$ cat src/rtl/adc_if_pkg.sv
// Shared definitions for the ADC serial interface: word width default,
// SPI mode constants and the command writer FSM state type.
package adc_if_pkg;

    localparam int WORD_W_DEF = 8;

    // SPI mode 0: sclk idles low, data sampled on the rising edge
    localparam logic SPI_CPOL = 1'b0;
    localparam logic SPI_CPHA = 1'b0;

    typedef enum logic [2:0] {
        IDLE,
        SETUP,
        SHIFT_HI,
        SHIFT_LO,
        HOLD
    } wr_state_e;

endpackage

$ cat src/rtl/adc_cmd_writer_word_fifo.sv
// Synchronous word FIFO with occupancy count; a push on a full FIFO and a
// pop on an empty FIFO are ignored.
module word_fifo #(
    parameter int WIDTH = 8,
    parameter int DEPTH = 4
) (
    input  logic                       clk,
    input  logic                       rst_n,
    input  logic                       push,
    input  logic [WIDTH-1:0]           wdata,
    input  logic                       pop,
    output logic [WIDTH-1:0]           rdata,
    output logic [$clog2(DEPTH+1)-1:0] count,
    output logic                       full,
    output logic                       empty
);
    localparam int AW = $clog2(DEPTH);
    localparam int CW = $clog2(DEPTH+1);

    logic [WIDTH-1:0] mem [DEPTH];
    logic [AW-1:0]    wptr;
    logic [AW-1:0]    rptr;
    logic             do_push;
    logic             do_pop;

    assign full    = (count == CW'(DEPTH));
    assign empty   = (count == '0);
    assign do_push = push && !full;
    assign do_pop  = pop && !empty;
    assign rdata   = mem[rptr];

    always_ff @(posedge clk) begin
        if (do_push) begin
            mem[wptr] <= wdata;
        end
    end

    // Pointers wrap naturally since DEPTH is a power of two
    always_ff @(posedge clk or negedge rst_n) begin
        if (!rst_n) begin
            wptr  <= '0;
            rptr  <= '0;
            count <= '0;
        end else begin
            if (do_push) begin
                wptr <= wptr + 1'b1;
            end
            if (do_pop) begin
                rptr <= rptr + 1'b1;
            end
            case ({do_push, do_pop})
                2'b10:   count <= count + 1'b1;
                2'b01:   count <= count - 1'b1;
                default: count <= count;
            endcase
        end
    end

endmodule

$ cat src/rtl/adc_cmd_writer.sv
// Buffered SPI mode-0 command writer toward the ADC. Define
// ADC_WR_LSB_FIRST_EN to serialize words LSB-first instead of MSB-first.
module adc_cmd_writer
    import adc_if_pkg::*;
#(
    parameter int WORD_W     = WORD_W_DEF,
    parameter int CLK_DIV    = 4,
    parameter int FIFO_DEPTH = 4,
    parameter int CS_GAP     = 2
) (
    input  logic              clk,
    input  logic              rst_n,
    input  logic [WORD_W-1:0] wr_data,
    input  logic              wr_valid,
    output logic              wr_ready,
    output logic              sclk,
    output logic              sdo,
    output logic              cs_n,
    output logic              busy,
    output logic              done
);
    localparam int HP_W = (CLK_DIV > 1) ? $clog2(CLK_DIV) : 1;
    localparam int BC_W = $clog2(WORD_W+1);
    localparam int GC_W = (CS_GAP > 1) ? $clog2(CS_GAP) : 1;
    localparam logic [HP_W-1:0] HP_LOAD   = HP_W'(CLK_DIV-1);
    localparam logic [BC_W-1:0] BITS_LAST = BC_W'(WORD_W);
    localparam logic [GC_W-1:0] GAP_LAST  = GC_W'(CS_GAP-1);

`ifdef ADC_WR_LSB_FIRST_EN
    localparam int HEAD = 0;
    function automatic logic [WORD_W-1:0] advance(input logic [WORD_W-1:0] w);
        return w >> 1;
    endfunction
`else
    localparam int HEAD = WORD_W-1;
    function automatic logic [WORD_W-1:0] advance(input logic [WORD_W-1:0] w);
        return w << 1;
    endfunction
`endif

    wr_state_e                      state;
    logic                           armed;
    logic [HP_W-1:0]                hp_cnt;
    logic [BC_W-1:0]                bit_cnt;
    logic [GC_W-1:0]                gap_cnt;
    logic [WORD_W-1:0]              shreg;
    logic [WORD_W-1:0]              rd_word;
    logic [$clog2(FIFO_DEPTH+1)-1:0] fifo_count;
    logic                           fifo_full;
    logic                           fifo_empty;
    logic                           tick;
    logic                           last_bit;
    logic                           pop;
    logic                           push;

    assign tick     = (hp_cnt == '0);
    assign last_bit = (bit_cnt == BITS_LAST);
    assign push     = wr_valid && !fifo_full;
    assign wr_ready = !fifo_full;
    assign busy     = (fifo_count != '0) || (state != IDLE) || armed;
    assign pop      = tick && !fifo_empty &&
                      (((state == IDLE) && !armed) || ((state == SHIFT_HI) && last_bit));

    word_fifo #(
        .WIDTH (WORD_W),
        .DEPTH (FIFO_DEPTH)
    ) u_fifo (
        .clk   (clk),
        .rst_n (rst_n),
        .push  (push),
        .wdata (wr_data),
        .pop   (pop),
        .rdata (rd_word),
        .count (fifo_count),
        .full  (fifo_full),
        .empty (fifo_empty)
    );

    // shreg holds the bits not yet placed on sdo, head bit first
    always_ff @(posedge clk or negedge rst_n) begin
        if (!rst_n) begin
            state   <= IDLE;
            armed   <= 1'b0;
            hp_cnt  <= '0;
            bit_cnt <= '0;
            gap_cnt <= '0;
            shreg   <= '0;
            sclk    <= SPI_CPOL;
            sdo     <= 1'b0;
            cs_n    <= 1'b1;
            done    <= 1'b0;
        end else begin
            done <= 1'b0;
            if (!tick) begin
                hp_cnt <= hp_cnt - 1'b1;
            end else begin
                case (state)
                    IDLE: begin
                        if (armed) begin
                            armed   <= 1'b0;
                            cs_n    <= 1'b0;
                            sdo     <= shreg[HEAD];
                            shreg   <= advance(shreg);
                            bit_cnt <= BC_W'(1);
                            hp_cnt  <= HP_LOAD;
                            state   <= SETUP;
                        end else if (pop) begin
                            shreg <= rd_word;
                            armed <= 1'b1;
                        end
                    end
                    SETUP: begin
                        hp_cnt <= HP_LOAD;
                        sclk   <= ~SPI_CPOL;
                        state  <= SHIFT_HI;
                    end
                    SHIFT_HI: begin
                        hp_cnt <= HP_LOAD;
                        sclk   <= SPI_CPOL;
                        if (!last_bit) begin
                            sdo     <= shreg[HEAD];
                            shreg   <= advance(shreg);
                            bit_cnt <= bit_cnt + 1'b1;
                            state   <= SHIFT_LO;
                        end else if (pop) begin
                            sdo     <= rd_word[HEAD];
                            shreg   <= advance(rd_word);
                            bit_cnt <= BC_W'(1);
                            state   <= SHIFT_LO;
                        end else begin
                            sdo     <= 1'b0;
                            gap_cnt <= '0;
                            state   <= HOLD;
                        end
                    end
                    SHIFT_LO: begin
                        hp_cnt <= HP_LOAD;
                        sclk   <= ~SPI_CPOL;
                        state  <= SHIFT_HI;
                    end
                    HOLD: begin
                        // reload keeps cs_n high for a half-period in IDLE
                        hp_cnt <= HP_LOAD;
                        if (gap_cnt == GAP_LAST) begin
                            cs_n  <= 1'b1;
                            done  <= 1'b1;
                            state <= IDLE;
                        end else begin
                            gap_cnt <= gap_cnt + 1'b1;
                        end
                    end
                    default: state <= IDLE;
                endcase
            end
        end
    end

endmodule

$ cat config.mk
export PLATFORM = sky130hd
export DESIGN_NAME = adc_cmd_writer
export DESIGN_NICKNAME = d
export VERILOG_FILES = /design/src/rtl/adc_if_pkg.sv /design/src/rtl/adc_cmd_writer_word_fifo.sv /design/src/rtl/adc_cmd_writer.sv
export SDC_FILE = /design/constraint.sdc
export NUM_CORES = 1
export LEC_CHECK = 0
export CAP_MARGIN = 10
export CORE_ASPECT_RATIO = 0.9
export CORE_MARGIN = 5
export CORE_UTILIZATION = 63
export CTS_CLUSTER_DIAMETER = 50
export DETAILED_ROUTE_END_ITERATION = 16
export PLACE_DENSITY_LB_ADDON = 0.08
export SETUP_SLACK_MARGIN = 0.05
export SYNTH_ARGS = -nofsm -noshare
export SYNTH_HDL_FRONTEND = slang
export SYNTH_SLANG_ARGS = --single-unit
$ cat constraint.sdc
create_clock -name clk -period 5.15 [get_ports clk]
set_clock_uncertainty 0.1 [all_clocks]
set_input_delay 1.03 -clock clk [delete_from_list [all_inputs] [get_ports clk]]
set_output_delay 1.03 -clock clk [all_outputs]
set_load 0.01 [all_outputs]
==> metrics.csv <==
stage,metric,value,unit
status,status,"finished, final reports clean",
floorplanning,ios,17,
global_routing,grt_pass1_vias,1849,
clock_network,cts_setup_buffers,0,
worst_setup_path,startpoint_type,flip-flop,
yosys,synth_seq_area_share,57.5,%
clock_network,clk_latency,0.33,ns
worst_setup_path,r2r-end,u_fifo.count[2],
worst_setup_path,reg2reg_depth,9,
global_routing,globalRouteTotalUtil,19.5,%
clock_network,hold_buffers,0,
power,worst_ir_drop_vdd,344,uV
yosys,synth_area_leader_cell,edfxtp_1,
global_routing,antenna_found_initial,0,
sta,timing.max_slew.rel_slack,54.7,%
floorplanning,die_h,75.2,um
worst_setup_path,path_delay_family,flip-flops,
floorplanning,fp-row-count,23,
yosys,synth_top_cell_area_share,32.3,%
sta,finalCriticalPeriod,3.02,ns
worst_setup_path,crit_buf_inv,1,
sta,fin_hold_ws,0.382,ns
power,p_leak,1.31,nW
sta,hold_viol_final,0,
clock_network,cts.sinks,62,
worst_setup_path,crit_required,4.02,ns
final_layout,finalNetCount,253,
clock_network,cts_root_buf,clkbuf_8,
clock_network,clock_path_buffers,2,
sta,max_freq,331,MHz
placement,port_buffers,16,
sta,rsz0062_at_grt,no,
floorplanning,die_w,82.5,um
final_layout,drive_gt1_share,16.0,%
placement,place_area,3140,um^2
global_routing,grt_pass1_wl,8.77,mm
worst_setup_path,rr_startpoint,state[2],
worst_setup_path,critical_path_depth,3,
route,detail_route.first_pass.iterations,4,
floorplanning,start_util,65.9,%
clock_network,clk_pin_slew,0.06,ns
yosys,yosys_warnings,0,
worst_setup_path,cp_slowest_cell,dfrtp_1,
yosys,synth_area,2980,um^2
yosys,synth_ff_type,edfxtp_1,
yosys,synth_cell_types,48,
yosys,synth.cells.most_frequent,"32 x edfxtp_1, 29 x dfrtp_1, 18 x inv_1, 12 x mux2_2, 12 x nand2_1",
global_routing,grt_max_degree,31,
sta,tightest_slew,0.672,ns
clock_network,numCtsBuffers,9,
yosys,synthTopCellsByArea,"edfxtp_1 32%, dfrtp_1 24%, mux4_1 5.3%",
sta,fin_crit_sh,58.7,%
final_layout,fill_cells,293,
sta,setup_violations,0,
worst_setup_path,r2r_slack,2.19,ns
placement,hpwl,3.61,mm
floorplanning,die-area,6200,um^2
clock_network,htreeDepth,3,
yosys,syn-num-nets,235,
floorplanning,core,4520,um^2
final_layout,areaGrowthSynthToFinish,12.1,%
final_layout,final_area,3340,um^2
hold_path,worstHoldPathType,flip-flop to flip-flop,
worst_setup_path,crit_chain,nor4_1 -> nand2_1 -> clkdlybuf4s50_1,
route,drc,0,
route,wirelength,5.11,mm
worst_setup_path,cp-endpoint,busy,
global_routing,gr-total-overflow,0,
sta,maxSlewViolCount,0,
worst_setup_path,cpPeakStageDelay,0.57,ns
sta,tns,0,ns
yosys,synth_cells,215,
worst_setup_path,cp_max_fo,15,
worst_setup_path,crit_start,armed,
yosys,synth_most_common_cell,edfxtp_1,
flow_run,maxCapViolCount,0,
power,power.density,583,nW/um^2
yosys,synth_area_per_cell,13.9,um^2
worst_setup_path,worstSetupPathType,flip-flop to primary output,
yosys,ys_ff_latch,62,
clock_network,cts_resized,0,
route,num_vias,1792,
yosys,ys_async_sr_fraction,48.4,%
route,wire_per_inst,17.0,um
worst_setup_path,crit_arrival,1.89,ns
route,antenna_left,0,
final_layout,antenna_cells,0,
route,drt-vias-per-instance,5.97,
clock_network,cts_tree,built,
placement,globalplace.congestion,0.863,
worst_setup_path,end_kind,primary output,
yosys,synth-edff-count,32,
route,dr.first_iter.drc_count,127,
-- sequential cells by signal (all words and copies together), names as in the netlist --
register / count
armed: 1
bit_cnt: 4
cs_n: 1
done: 1
gap_cnt: 1
hp_cnt: 2
sclk: 1
sdo: 1
shreg: 8
state: 3
u_fifo.count: 3
u_fifo.mem: 32
u_fifo.rptr: 2
u_fifo.wptr: 2
-- layout by cell type (no fill, tap or decap), drive strengths merged, types with 6 or more instances in the layout --
| master | synthesis | routed |
|---|---|---|
| clkbuf | 4 | 12 |
| mux4 | 8 | 8 |
| nand2 | 12 | 12 |
| clkdlybuf4s50 | 0 | 16 |
| o21ai | 6 | 6 |
| a222oi | 7 | 7 |
| edfxtp | 32 | 32 |
| ha | 8 | 8 |
| nor2 | 9 | 9 |
| mux2i | 7 | 7 |
| mux2 | 12 | 12 |
| inv | 18 | 18 |
| dfrtp | 29 | 29 |
-- cells by family after synthesis --
group	count (synthesis)	share of synthesized area, %
AO/OA/AOI/OAI	32	8.40
XOR/XNOR	6	1.77
adder cells (fa/ha/maj)	9	4.03
buffers and inverters	28	4.92
flip-flops	62	57.5
multiplexers	27	13.7
AND/OR/NAND/NOR	51	9.66
-- power by group --
part | leakage (nW) | total [mW] | switching [mW] | internal (mW)
clock network | 0.0964 | 0.409 | 0.174 | 0.235
registers | 0.655 | 0.834 | 0.154 | 0.679
logic | 0.560 | 0.704 | 0.358 | 0.345
total | 1.31 | 1.95 | 0.687 | 1.26
-- worst reg2reg max path, delay by kind of cell, from the launching register on --
kind | cells | cell delay [ns]
AOI/OAI and AO/OA | 1 | 0.30
xor gates and xnor gates | 2 | 0.35
adders and majority gates | 2 | 0.56
buffers and inverters | 1 | 0.06
DFF | 1 | 0.52
and+or+nand+nor | 3 | 1.00
-- through the flow --
step / total power [mW] / utilization, % / setup WS [ns] / cells
6_report: 1.95 / 73.9 / 2.13 / 300
3_3_place_gp: 1.50 / 69.6 / 2.26 / 284
3_5_place_dp: 1.54 / 69.6 / 2.17 / 284
2_1_floorplan: 1.40 / - / 2.68 / 215
4_1_cts: 1.96 / 73.9 / 2.12 / 300
5_1_grt: 2.08 / 73.9 / 1.97 / 300
-- metal layers --
metal	part of all wire (%)	track usage (%)	vias to the layer above
met4	0.82	6.46	0
met3	5.2	7.66	4
li1	-	-	851
met1	44	23.8	885
met5	0	0	-
met2	50	32.0	52
-- worst min-delay path by stage --
stage,start,endpoint,depth (start not counted)
4_1_cts,hp_cnt[0],hp_cnt[0],1
3_5_place_dp,hp_cnt[0],hp_cnt[0],1
2_1_floorplan,hp_cnt[0],hp_cnt[0],1
6_report,hp_cnt[0],hp_cnt[0],1
3_3_place_gp,hp_cnt[0],hp_cnt[0],1
5_1_grt,hp_cnt[0],hp_cnt[0],1
-- area by class of cell --
| type | count | area (um^2) | share of cell area [%] |
|---|---|---|---|
| Sequential cell | 62 | 1710 | 51.3 |
| Multi-Input combinational cell | 125 | 1120 | 33.5 |
| Timing Repair Buffer | 17 | 168 | 5.02 |
| Clock buffer | 12 | 145 | 4.35 |
| Tap cell | 62 | 77.6 | 2.32 |
| Inverter | 18 | 67.6 | 2.02 |
| Clock inverter | 4 | 47.5 | 1.42 |
Power figures use the tool's default switching activity.
